<file path="src/rtl/crc_pkg.sv">
// Shared CRC-32 constants, the checker state type and the 32-bit word update
// used by both the transmit-side generator and this receive-side checker.
package crc_pkg;

  localparam logic [31:0] CRC32_INIT = 32'hFFFF_FFFF;
  localparam logic [31:0] CRC32_POLY = 32'h04C1_1DB7;

  typedef enum logic {
    ST_IDLE = 1'b0,
    ST_BODY = 1'b1
  } chk_state_e;

  // MSB-first, non-reflected update: data bit 31 enters the register first.
  function automatic logic [31:0] crc32_word(input logic [31:0] crc,
                                             input logic [31:0] data);
    logic [31:0] c;
    c = crc;
    for (int i = 31; i >= 0; i--) begin
      if (c[31] ^ data[i]) c = {c[30:0], 1'b0} ^ CRC32_POLY;
      else                 c = {c[30:0], 1'b0};
    end
    return c;
  endfunction

endpackage

</file>
<file path="src/rtl/crc32_word_update.sv">
// Combinational CRC-32 next-state over one 32-bit data word.
module crc32_word_update
  import crc_pkg::*;
(
  input  logic [31:0] crc,
  input  logic [31:0] data,
  output logic [31:0] next
);

  assign next = crc32_word(crc, data);

endmodule

</file>
<file path="config.mk">
export PLATFORM = sky130hd
export DESIGN_NAME = crc32_word_update
export DESIGN_NICKNAME = d
export VERILOG_FILES = /design/src/rtl/crc_pkg.sv /design/src/rtl/crc32_word_update.sv
export SDC_FILE = /design/constraint.sdc
export NUM_CORES = 1
export LEC_CHECK = 0
export CORE_MARGIN = 2
export CORE_UTILIZATION = 35
export DETAILED_ROUTE_END_ITERATION = 12
export PLACE_DENSITY_LB_ADDON = 0.05
export SLEW_MARGIN = 0
export SYNTH_ARGS = -nofsm -noshare
export SYNTH_HDL_FRONTEND = slang
export SYNTH_SLANG_ARGS = --single-unit
</file>
<file path="constraint.sdc">
create_clock -name vclk -period 9.8
set_input_delay 2.45 -clock vclk [all_inputs]
set_output_delay 2.45 -clock vclk [all_outputs]
set_load 0.01 [all_outputs]
</file>
==> impl_metrics.json, run 1 <==
{
  "gr-total-overflow": 0,
  "cp-start-kind": "primary input",
  "drt-initial-drc-count": 78,
  "globalplace.congestion": 0.808,
  "drtPass1Iterations": 4,
  "ys_top_cells_by_area": "xnor2_1, xnor3_1, xor2_1, xnor3_2, xnor2_2",
  "vias": 2091,
  "setup_viol": 0,
  "hpwl_um": 6750,
  "wl_per_cell_um": 16.4,
  "synth_warnings": 0,
  "io_buffer_count": 96,
  "crit_top_cell": "xnor2_1",
  "cp.required_ns": 7.35,
  "crit_chain": "clkdlybuf4s50_1, xnor2_1, xnor2_1, xnor2_1, xnor3_1, xnor3_2, xnor2_2, xor3_2, xnor2_1, clkdlybuf4s50_1",
  "rsz0062_at_grt": "no",
  "grt_pass1_wl_um": 12600,
  "coreArea_um2": 8640,
  "antenna_cells": 0,
  "netlist_area_um2": 3080,
  "syn_nets": 320,
  "cap_violations": 0,
  "arrival_ns": 6.99,
  "path_class": "in2out",
  "grt_pass1_vias": 2351,
  "slew_headroom_pct": 35.3,
  "yosysUniqueCellTypes": 13,
  "seq_cell_count": 0,
  "fin_util_pct": 49.6,
  "fin_setup_tns_ns": 0,
  "fp-row-count": 34,
  "period_needed_ns": 9.44,
  "die_area_um2": 9570,
  "area_growth_pct": 39.0,
  "tightestPinTransition_ns": 0.964,
  "fmax_ghz": 0.106,
  "placed_cell_area_um2": 4280,
  "start_util_pct": 35.7,
  "num-nets-final": 432,
  "synth_area_per_cell_um2": 12.0,
  "nFillCells": 845,
  "antenna_found_initial": 0,
  "cts_resized": 0,
  "hold_violations": 0,
  "cts_setup_buffers": 0,
  "gr-usage-all-layers_pct": 16.7,
  "die_h_um": 97.8,
  "netlist.top_cell.by_area": "xnor2_1",
  "drv_slew": 0,
  "wirelength_um": 7790,
  "io_pins": 96,
  "hold_path_class": "in2out",
  "yosysSeqAreaShare_pct": 0,
  "grt_max_degree": 8,
  "layout_common_cells": "xnor2_1, clkdlybuf4s50_1, xor2_1",
  "synth_top_cell_area_share_pct": 42.1,
  "netlist_instances": 256,
  "drive_gt1_share_pct": 12.3,
  "cp_max_fo": 6,
  "multi_input_area_um2": 3070,
  "final_common_cell": "xnor2_1",
  "clkbuf_count": 0,
  "vias_per_cell": 4.41,
  "cpPeakStageDelay_ns": 0.78,
  "die_w_um": 97.8,
  "fin_area_um2": 4280,
  "drc": 0,
  "period_share_pct": 96.3,
  "cp_slowest_cell": "xnor2_1",
  "status": "completed",
  "postRouteAntennaNets": 0,
  "register_area_um2": 0,
  "holdBufCountCts": 0,
  "crit_path_end_kind": "output port"
}
stage by stage:
| step | worst slack [ns] | hold WS (ns) | instances |
|---|---|---|---|
| floorplan | 1.57 | 5.42 | 256 |
| global placement | 0.363 | 6.51 | 474 |
| global route | 0.181 | 6.60 | 474 |
| detailed placement | 0.358 | 6.51 | 474 |
| finish | 0.365 | 6.51 | 474 |
| CTS | 0.352 | 6.53 | 474 |
kinds of logic after synthesis:
| kind of cell | after synthesis | synth area share [%] |
|---|---|---|
| xor gates and xnor gates | 254 | 99.8 |
| buffers and inverters | 2 | 0.244 |
area by class of cell:
| cell class | instances | share of cell area [%] |
|---|---|---|
| timing repair buffer | 110 | 24.9 |
| tap | 108 | 3.16 |
| multi-input combinational | 254 | 71.8 |
| inverter | 2 | 0.175 |
synthesized netlist by cell type:
cell and count:
xnor2_2 7, xnor3_2 12, xor3_4 1, xor3_1 2, xor2_4 2, xnor2_4 1
inv_1 2, xnor2_1 148, xor2_1 43, xor3_2 2, xor2_2 4, xnor3_1 30
xnor3_4 2
worst max-delay path: cells and delay by family:
| kind | cells | cell delay (ns) |
|---|---|---|
| buf+inv | 2 | 0.97 |
| xor+xnor | 8 | 3.56 |
metal layers:
layer / up-vias / global-route usage (%) / wire length [µm]
met2: 53 / 29.8 / 3680
met5: - / 0 / 0
met1: 1001 / 24.2 / 3830
met4: 0 / 0 / 0
met3: 0 / 0.859 / 290
li1: 1037 / - / -
final timing paths:
| path | startpoint | to | slack (ns) | cells after the start |
|---|---|---|---|---|
| worst min-delay path | data[12] | next[28] | 6.51 | 6 |
| worst max-delay path | data[30] | next[11] | 0.36 | 10 |
Power of run 1 is not shown: default switching activity piles up to over one toggle a cycle in this logic, so the estimate is an artifact.
==> run 2: changes to the inputs <==
--- a/config.mk
+++ b/config.mk
@@ -9,6 +9,7 @@
 export CORE_UTILIZATION = 35
 export DETAILED_ROUTE_END_ITERATION = 12
 export PLACE_DENSITY_LB_ADDON = 0.05
+export SKIP_LAST_GASP = 1
 export SLEW_MARGIN = 0
 export SYNTH_ARGS = -nofsm -noshare
 export SYNTH_HDL_FRONTEND = slang
==> results of run 2 <==
No change in the layout: final DEF, timing and power equal those of run 1.
Power of run 2 is left out for the same reason.
